$ cat config.mk
export PLATFORM = sky130hd
export DESIGN_NAME = lcd_init_sequencer
export DESIGN_NICKNAME = d
export VERILOG_FILES = /design/src/rtl/lcd_pkg.sv /design/src/rtl/lcd_init_rom.sv /design/src/rtl/lcd_init_sequencer.sv
export SDC_FILE = /design/constraint.sdc
export NUM_CORES = 1
export LEC_CHECK = 0
export CAP_MARGIN = 20
export CELL_PAD_IN_SITES_DETAIL_PLACEMENT = 1
export CELL_PAD_IN_SITES_GLOBAL_PLACEMENT = 1
export CORE_MARGIN = 2
export CORE_UTILIZATION = 40
export DETAILED_ROUTE_END_ITERATION = 12
export GPL_TIMING_DRIVEN = 1
export PLACE_DENSITY_LB_ADDON = 0.05
export SYNTH_ARGS = -nofsm -noshare
export SYNTH_HDL_FRONTEND = slang
export SYNTH_HIERARCHICAL = 1
export SYNTH_SLANG_ARGS = --single-unit
$ cat constraint.sdc
create_clock -name clk_in -period 13.6 [get_ports clk_in]
set_input_delay 3.4 -clock clk_in [delete_from_list [all_inputs] [get_ports clk_in]]
set_output_delay 3.4 -clock clk_in [all_outputs]
set_load 0.02 [all_outputs]
$ cat src/rtl/lcd_pkg.sv
// Shared constants for the ILI9488 power-up sequencer: table entry layout,
// opcodes and FSM state encoding.
package lcd_pkg;

  localparam int ENTRY_W = 10;

  typedef struct packed {
    logic [1:0] op;
    logic [7:0] arg;
  } entry_t;

  localparam logic [1:0] OP_CMD   = 2'b00;
  localparam logic [1:0] OP_DATA  = 2'b01;
  localparam logic [1:0] OP_DELAY = 2'b10;
  localparam logic [1:0] OP_END   = 2'b11;

  localparam logic [2:0] ST_IDLE     = 3'd0;
  localparam logic [2:0] ST_HW_RST   = 3'd1;
  localparam logic [2:0] ST_POR_WAIT = 3'd2;
  localparam logic [2:0] ST_FETCH    = 3'd3;
  localparam logic [2:0] ST_SEND     = 3'd4;
  localparam logic [2:0] ST_DELAY    = 3'd5;
  localparam logic [2:0] ST_DONE     = 3'd6;

endpackage

$ cat src/rtl/lcd_init_rom.sv
// Combinational init table: ILI9488 bring-up sequence, or a caller-supplied
// flat table when USE_TEST_TABLE is set.
module lcd_init_rom
  import lcd_pkg::*;
#(
  parameter int ROM_AW = 6,
  parameter bit USE_TEST_TABLE = 1'b0,
  parameter logic [(2**ROM_AW)*ENTRY_W-1:0] TEST_TABLE = '0
) (
  input  logic [ROM_AW-1:0]  i_addr,
  output logic [ENTRY_W-1:0] o_entry
);

  logic [ENTRY_W-1:0] w_tab [2**ROM_AW];
  logic [31:0]        w_idx;

  for (genvar g = 0; g < 2**ROM_AW; g++) begin : g_unpack
    assign w_tab[g] = TEST_TABLE[g*ENTRY_W +: ENTRY_W];
  end

  assign w_idx = 32'(i_addr);

  // Table lookup; unlisted addresses read as END
  always_comb begin
    o_entry = {OP_END, 8'h00};
    if (USE_TEST_TABLE) begin
      o_entry = w_tab[i_addr];
    end else begin
      case (w_idx)
        32'd0:   o_entry = {OP_CMD,   8'h01};
        32'd1:   o_entry = {OP_DELAY, 8'd5};
        32'd2:   o_entry = {OP_CMD,   8'h11};
        32'd3:   o_entry = {OP_DELAY, 8'd120};
        32'd4:   o_entry = {OP_CMD,   8'h3A};
        32'd5:   o_entry = {OP_DATA,  8'h55};
        32'd6:   o_entry = {OP_CMD,   8'h36};
        32'd7:   o_entry = {OP_DATA,  8'h48};
        32'd8:   o_entry = {OP_CMD,   8'h29};
        default: o_entry = {OP_END,   8'h00};
      endcase
    end
  end

endmodule

$ cat src/rtl/lcd_init_sequencer.sv
// ILI9488 power-up sequencer: hardware reset, power-on wait, then walks the
// init table, offering each byte on a valid/ready handshake.
module lcd_init_sequencer
  import lcd_pkg::*;
#(
  parameter int TICK_DIV    = 50000,
  parameter int RST_LOW_MS  = 10,
  parameter int POR_WAIT_MS = 120,
  parameter int ROM_AW      = 6,
  parameter bit USE_TEST_TABLE = 1'b0,
  parameter logic [(2**ROM_AW)*ENTRY_W-1:0] TEST_TABLE = '0
) (
  input  logic       clk_in,
  input  logic       rst,
  input  logic       start,
  output logic       busy,
  output logic       done,
  output logic       lcd_rst_n,
  output logic       wr_valid,
  input  logic       wr_ready,
  output logic       wr_dc,
  output logic [7:0] wr_data
);

  localparam int MAX_UNITS_A = (RST_LOW_MS > POR_WAIT_MS) ? RST_LOW_MS : POR_WAIT_MS;
  localparam int MAX_UNITS   = (MAX_UNITS_A > 255) ? MAX_UNITS_A : 255;
  localparam int CNT_W       = $clog2(MAX_UNITS * TICK_DIV + 1);
  localparam logic [CNT_W-1:0] RST_LOAD = CNT_W'(RST_LOW_MS * TICK_DIV - 1);
  localparam logic [CNT_W-1:0] POR_LOAD = CNT_W'(POR_WAIT_MS * TICK_DIV - 1);

  logic [2:0]         r_state;
  logic [2:0]         w_next_state;
  logic [CNT_W-1:0]   r_cnt;
  logic [CNT_W-1:0]   w_cnt_load;
  logic [CNT_W-1:0]   w_delay_load;
  logic [ROM_AW-1:0]  r_ptr;
  logic               w_ptr_inc;
  logic               w_ptr_clr;
  logic [ENTRY_W-1:0] w_entry;
  logic [1:0]         w_op;
  logic [7:0]         w_arg;
  logic               w_is_last;
  logic               r_busy;
  logic               r_done;
  logic               r_lcd_rst_n;
  logic               r_wr_valid;
  logic               r_wr_dc;
  logic [7:0]         r_wr_data;

  lcd_init_rom #(
    .ROM_AW         (ROM_AW),
    .USE_TEST_TABLE (USE_TEST_TABLE),
    .TEST_TABLE     (TEST_TABLE)
  ) u_rom (
    .i_addr  (r_ptr),
    .o_entry (w_entry)
  );

  assign w_op      = w_entry[9:8];
  assign w_arg     = w_entry[7:0];
  assign w_is_last = &r_ptr;
  // Counter runs load..0 inclusive, so a delay of N cycles loads N-1
  assign w_delay_load = (w_arg == 8'd0) ? '0 : CNT_W'(int'(w_arg) * TICK_DIV - 1);

  // Next-state, counter reload value and pointer control
  always_comb begin
    w_next_state = r_state;
    w_cnt_load   = '0;
    w_ptr_inc    = 1'b0;
    w_ptr_clr    = 1'b0;
    case (r_state)
      ST_IDLE, ST_DONE: begin
        if (start) begin
          w_next_state = ST_HW_RST;
          w_cnt_load   = RST_LOAD;
          w_ptr_clr    = 1'b1;
        end else begin
          w_next_state = r_state;
        end
      end
      ST_HW_RST: begin
        if (r_cnt == '0) begin
          w_next_state = ST_POR_WAIT;
          w_cnt_load   = POR_LOAD;
        end else begin
          w_next_state = ST_HW_RST;
        end
      end
      ST_POR_WAIT: begin
        if (r_cnt == '0) begin
          w_next_state = ST_FETCH;
        end else begin
          w_next_state = ST_POR_WAIT;
        end
      end
      ST_FETCH: begin
        // The top table slot always terminates, even without an END entry
        if (w_is_last || (w_op == OP_END)) begin
          w_next_state = ST_DONE;
        end else if (w_op == OP_DELAY) begin
          w_next_state = ST_DELAY;
          w_cnt_load   = w_delay_load;
        end else begin
          w_next_state = ST_SEND;
        end
      end
      ST_SEND: begin
        if (r_wr_valid && wr_ready) begin
          w_next_state = ST_FETCH;
          w_ptr_inc    = 1'b1;
        end else begin
          w_next_state = ST_SEND;
        end
      end
      ST_DELAY: begin
        if (r_cnt == '0) begin
          w_next_state = ST_FETCH;
          w_ptr_inc    = 1'b1;
        end else begin
          w_next_state = ST_DELAY;
        end
      end
      default: begin
        w_next_state = ST_IDLE;
      end
    endcase
  end

  // State register
  always_ff @(posedge clk_in or posedge rst) begin
    if (rst) begin
      r_state <= ST_IDLE;
    end else begin
      r_state <= w_next_state;
    end
  end

  // Delay down-counter, reloaded on every state change
  always_ff @(posedge clk_in or posedge rst) begin
    if (rst) begin
      r_cnt <= '0;
    end else if (w_next_state != r_state) begin
      r_cnt <= w_cnt_load;
    end else if (r_cnt != '0) begin
      r_cnt <= r_cnt - CNT_W'(1);
    end
  end

  // Table pointer
  always_ff @(posedge clk_in or posedge rst) begin
    if (rst) begin
      r_ptr <= '0;
    end else if (w_ptr_clr) begin
      r_ptr <= '0;
    end else if (w_ptr_inc) begin
      r_ptr <= r_ptr + ROM_AW'(1);
    end
  end

  // Registered outputs decoded from the next state
  always_ff @(posedge clk_in or posedge rst) begin
    if (rst) begin
      r_busy      <= 1'b0;
      r_done      <= 1'b0;
      r_lcd_rst_n <= 1'b1;
      r_wr_valid  <= 1'b0;
      r_wr_dc     <= 1'b0;
      r_wr_data   <= 8'h00;
    end else begin
      r_busy      <= (w_next_state != ST_IDLE) && (w_next_state != ST_DONE);
      r_done      <= (w_next_state == ST_DONE);
      r_lcd_rst_n <= (w_next_state != ST_HW_RST);
      r_wr_valid  <= (w_next_state == ST_SEND);
      if ((r_state == ST_FETCH) && (w_next_state == ST_SEND)) begin
        r_wr_dc   <= w_op[0];
        r_wr_data <= w_arg;
      end
    end
  end

  assign busy      = r_busy;
  assign done      = r_done;
  assign lcd_rst_n = r_lcd_rst_n;
  assign wr_valid  = r_wr_valid;
  assign wr_dc     = r_wr_dc;
  assign wr_data   = r_wr_data;

endmodule

; ---- After elaboration in Yosys (flattened, before gate mapping)
; Memories as Yosys holds them, arrays and structs flattened.
; Index checks and enable logic that the tools add are counted.
[totals]
wordCells = 65
reg_bits = 46
memories = 1
output_inout_bits = 13
rom_bits = 144
inputBits = 4
[classes]
n_reduce_logical = 14
eq_ne = 13
n_mux = 24
mul = 1
addsub = 3
[memory_table]
columns = name, words, word_bits, read_ports, rd_clocked_by_memory_dff, write_ports, line_no
row1 = (no name shown), 16, 9, 1, 0, 0, lcd_init_rom.sv:29  ; case (w_idx)
[ops]
columns = cell, n
row1 = 24-bit 2-to-1 mux, 5
row2 = 24-bit case mux with 3 select lines, 1
row3 = 24-bit by 1-bit subtractor with 24-bit output (second input constant), 2
row4 = 28-bit zero test, 1
row5 = 24-bit zero test, 1
row6 = 24-bit nonzero test, 1
row7 = 23-bit 2-to-1 mux, 1
row8 = 8-bit by 12-bit multiplier with 20-bit output (second input constant), 1
row9 = 19-bit 2-to-1 mux, 1
row10 = 3-bit case mux with 6 select lines, 1
row11 = 3-bit == test (second input constant), 5
row12 = 6-bit 2-to-1 mux, 2
row13 = 10-bit 2-to-1 mux, 1
row14 = 3-bit 2-to-1 mux, 3
row15 = 8-bit zero test, 1
row16 = 6-bit by 1-bit adder with 6-bit output (second input constant), 1
row17 = 3-bit by 2-bit == test with 1-bit output (second input constant), 2
row18 = 1-bit 2-to-1 mux, 6
row19 = 6-bit AND reduction, 1
row20 = 2-bit == test (second input constant), 2
row21 = 2-bit 2-to-1 mux, 2
row22 = 2-bit nonzero test, 2
row23 = 3-bit by 1-bit == test with 1-bit output (second input constant), 1
row24 = 1-bit logical AND, 3
row25 = other kinds (8), 8

; ---- Longest topological paths before layout
[logic_depth]
word_depth = 9
ltp_mapped = 20
mapped_depth_nobuf = 19

; ---- Cells and area by module
; Netlist, hierarchy kept.
[by_module_without_submodules]
columns = mod, cells_each, seq_area_each_um2, area_per_inst_um2, instances
row1 = lcd_init_sequencer, 488, 1152.4, 4554.4, 1
row2 = lcd_init_rom, 30, 0.0, 221.5, 1

; ---- Worst setup path before layout
; No wires, ideal clock.
[synth_timing]
path_type = reg2reg
start = reg r_ptr[0]
end = reg r_cnt[19]
path_slack_ns = 8.258
arrival_ns = 5.216
path_stages_with_launch = 20
setup_ns = 0.126
path_buffers = 1
synth_period_minus_slack_ns = 5.342
required_time_ns = 13.474
cell_sequence = dfrtp_1 ha_1 mux2_2 nor2_1 ha_1 ha_1 inv_1 fa_1 inv_1 fa_1 ha_1 a21o_1 and4_1 clkbuf_1 or4_4 a2111oi_4 nand3b_1 o31a_1 o21ai_0 a21oi_1
[synth_between]
elab_chain_cells = 9
word_cells_on_any_way = 19
cone_classes = add/sub: 1 / mul: 1 / eq/ne: 3 / mux: 9 / reduce/logical: 4 / memory: 1
[synth_rtl]
columns = element, line_no
row1 = start: declaration, lcd_init_sequencer.sv:36  ; logic [ROM_AW-1:0] r_ptr;
row2 = start signal: assignment, lcd_init_sequencer.sv:156  ; r_ptr <= r_ptr + ROM_AW'(1);
row3 = memory 16 x 9 bit (*), n/a
row4 = 10-bit 2-to-1 mux (*), lcd_init_rom.sv:29
row5 = net w_entry[4], lcd_init_sequencer.sv:39  ; logic [ENTRY_W-1:0] w_entry;
row6 = 8-bit by 12-bit multiplier with 20-bit output, lcd_init_sequencer.sv:63  ; assign w_delay_load = (w_arg == 8'd0) ? '0 : CNT_W'(int'(w_arg) * TICK_DIV - 1);
row7 = 24-bit by 1-bit subtractor with 24-bit output, lcd_init_sequencer.sv:63
row8 = 24-bit 2-to-1 mux (*), lcd_init_sequencer.sv:63
row9 = 24-bit 2-to-1 mux (*), lcd_init_sequencer.sv:100  ; end else if (w_op == OP_DELAY) begin
row10 = 24-bit 2-to-1 mux (*), lcd_init_sequencer.sv:98  ; if (w_is_last || (w_op == OP_END)) begin
row11 = 24-bit case mux with 3 select lines (*), lcd_init_sequencer.sv:71  ; case (r_state)
row12 = 24-bit 2-to-1 mux (*), lcd_init_sequencer.sv:142  ; end else if (w_next_state != r_state) begin
row13 = end signal: assignment, lcd_init_sequencer.sv:143  ; r_cnt <= w_cnt_load;
row14 = end signal: assignment, lcd_init_sequencer.sv:145  ; r_cnt <= r_cnt - CNT_W'(1);
row15 = end: declaration, lcd_init_sequencer.sv:33  ; logic [CNT_W-1:0] r_cnt;
; The timed path passes the listed nets; every way through them passes the cells marked *.
; A chain may end at the register's enable or synchronous reset.

; ---- Final worst setup path
[layout_timing]
start = reg r_ptr[0]
end = reg r_cnt[23]
; The elaborated chain is that of the path after synthesis.

==> results.md <==
- CTS tree: done
- Synth cell types: 79
- Leakage power: 2.50 nW
- Commonest non-fill, non-tap cell in the layout: ha_1
- Synth Area in Simple Gates: 0.184
- Highest clock rate: 0.170 GHz
- WL/cell: 19.0 um
- Vias: 3855
- Die area: 12800 sq um
- Failing checks: design-rule violations
- Non-Filler Instances: 672
- Clock root buffer: clkbuf_16
- Largest family of logic cells by synthesized area: adder cells
- Setup TNS: 0 ns
- Via/cell ratio: 5.74
- Chip height: 113 um
- Seq cells post-synth: 46
- Switching power: 0.256 mW
- Switching share of power: 0.424
- Initial core utilization: 0.415
- Crit path DAT: 6.08 ns
- Layout Skew: 0.00407 ns
- Post-synthesis mux area share: 0.0411
- Final Cycle Share: 0.432
- First-pass GRT wire length: 21800 um
- Antenna Nets Post-Route: 0
- Clock latency on the worst-skew pair: 0.30 ns
- Worst-Margin Slew: 0.830 ns
- VDD IR-drop max: 64.8 uV
- Total power draw: 0.604 mW
- Largest net degree at the start of global routing: 47
- Antenna violations before repair: 0
- RSZ-0062 raised after global routing: no
- Clock sink count: 46
- Drt drc: 1
- Reg clk slew, reported paths: 0.06 ns
- Io pins: 17
- Commonest cells after routing, fill and taps aside: 64 x ha_1, 45 x nor2_1, 45 x dfrtp_1
- Routability congestion estimate from global placement: 0.780
- Post-synthesis xor/xnor area fraction: 0.0862
- Status: complete, but fails checks
- Max-slew headroom: 0.447
- DRT iter0 DRCs: 117
- Fillcell total: 1333
- Total GRT Usage: 0.212
- Grt total ovfl: 0
- Post-Syn Area: 4780 sq um
- Post-synthesis sequential area ratio: 0.241
- Critical Path Source Type: register
- Number of buffers created by CTS: 5
- Share of cells above drive strength 1: 0.0888
- Post-CTS Resized: 0
- Rows: 39
- Max clock buf depth: 2
- Finish-stage setup viols: 0
- Detailed placer's ending HPWL: 10100 um
- Critical Path Sink Type: register
- Hold Buf Count CTS: 0
- Critical Setup Path Class: register to register
- Maxcap violations: 0
- Clock share of power: 0.210
- Smallest hold slack: 0.510 ns
- H-tree depth: 2
- Yosys warning count: 6
- Sequential share of power: 0.350
- Worst min path class: register to register
- Hold Vio Cnt, Final: 0
- Drt first pass iters: 8
- Setup bufs post-CTS: 0
- Drt total wl: 12800 um
- Port Buffer Count: 16
- Fin crit period: 5.87 ns
- Utilization after layout: 0.453
- Core ar.: 11500 sq um
- Average size of a mapped cell: 9.22 sq um
- Crit Path Max Fanout: 8
- Number of global-route vias before repair: 4119
- CP required: 13.81 ns
- Max Transition Viols Final: 0
- Diode count: 0
- Post-synth net total: 598
- Nets@finish: 608
- Gate Count Post-Synth: 518
- Power density of the placed cells: 116 nW/um^2
- Asr flop ratio synth: 1.00
- Post-Synth Adder-Cell Area: 0.218
- Most used flip-flop cell after synthesis: dfrtp_1
- Combinational Power Share: 0.440
- Area grow syn2layout: 9.14%
- EDFF count, synth: 0
- Width of the chip: 113 um
- Cell Int Power: 0.348 mW
- Placed cell count: 663
- Synth Area in Compound Gates: 0.187
-- critical path: stages (launching register included) --
cell and delay (ns):
dfrtp_1 0.47, inv_1 0.14, ha_1 0.18, nand2b_1 0.07, a211oi_2 0.38, o21a_1 0.37
ha_1 0.33, fa_1 0.55, fa_1 0.43, ha_1 0.33, ha_1 0.36, a21oi_1 0.18
o21ai_0 0.20, o211a_1 0.32, o21a_1 0.24, o311ai_1 0.61, nor4_2 0.13, o32a_1 0.36
a21oi_1 0.13
-- Yosys cell counts (4+ instances only) --
| cell type | number | area (sq um) |
|---|---|---|
| fa_1 | 12 | 240 |
| inv_1 | 27 | 101 |
| nor2b_1 | 6 | 37.5 |
| nand2_1 | 37 | 139 |
| buf_2 | 6 | 30.0 |
| a21oi_1 | 27 | 135 |
| clkbuf_1 | 8 | 30.0 |
| nand2b_1 | 6 | 37.5 |
| mux2i_1 | 5 | 50.1 |
| o21ai_0 | 19 | 95.1 |
| nand4_1 | 4 | 25.0 |
| nor2_1 | 45 | 169 |
| nand3_1 | 7 | 35.0 |
| a221oi_1 | 4 | 35.0 |
| a31oi_1 | 8 | 50.1 |
| a21o_1 | 7 | 52.6 |
| or4_1 | 6 | 45.0 |
| a22oi_1 | 4 | 30.0 |
| ha_1 | 64 | 801 |
| xnor2_1 | 21 | 184 |
| xor2_1 | 26 | 228 |
| mux2_4 | 9 | 135 |
| o21a_1 | 9 | 67.6 |
| dfrtp_1 | 45 | 1130 |
| or2_2 | 6 | 37.5 |
| nor3_1 | 10 | 50.1 |
| a211oi_1 | 4 | 30.0 |
| nor4_1 | 8 | 50.1 |
-- power by group through the flow --
stage               sequential, mW  clock [mW]  combinational [mW]
global route                 0.217       0.137               0.297
global placement             0.211           0               0.255
CTS                          0.211       0.130               0.266
floorplan                    0.202           0               0.210
finish                       0.211       0.127               0.266
detailed placement           0.214           0               0.264
-- logic make-up (layout without fill, tap and decap cells) --
kind of cell	Yosys count	in the layout
other	1	1
buffers and inverters	44	55
adders and majority gates	76	76
muxes	15	15
DFF	46	46
xor gates and xnor gates	47	47
AOI/OAI and AO/OA	126	126
and+or+nand+nor	163	163
-- metrics by stage --
| stage | instance area [sq um] | setup WS (ns) |
|---|---|---|
| detailed placement | 5040 | 7.56 |
| CTS | 5190 | 7.70 |
| global route | 5210 | 7.30 |
| floorplan | 4780 | 8.26 |
| finish | 5210 | 7.73 |
| global placement | 5040 | 7.61 |
-- layer usage --
metal / vias up / share of wire / track usage
met1: 1917 / 0.49 / 0.287
met2: 32 / 0.49 / 0.365
met3: 6 / 0.017 / 0.0262
met4: 0 / 0.0090 / 0.0431
li1: 1900 / - / -
met5: - / 0 / 0
-- layout make-up --
type,count,area [sq um],share of cell area
Multi-Input combinational cell,428,3430,0.658
Sequential cell,46,1150,0.221
Timing Repair Buffer,20,203,0.0389
Tap cell,143,179,0.0343
Clock buffer,7,143,0.0274
Inverter,27,101,0.0194
Clock inverter,1,5.00,0.000960
-- registers in the layout, summed over array words and instances (netlist names) --
register   flops
lcd_rst_n      1
busy           1
r_ptr          6
done           1
r_state        3
wr_dc          1
wr_valid       1
r_cnt         24
wr_data        8
-- final timing paths --
path	start	endpoint	slack, ns	cells past startpoint
setup / recovery	r_ptr[0]	r_cnt[23]	7.73	18
hold / removal	wr_data[7]	wr_data[7]	0.51	1
setup reg to reg	r_ptr[0]	r_cnt[23]	7.73	18
hold reg to reg	wr_data[7]	wr_data[7]	0.51	1
max in group asynchronous	rst	r_ptr[3]	9.65	3
min in group asynchronous	rst	wr_valid	3.45	2
Power figures use the tool's default switching activity.
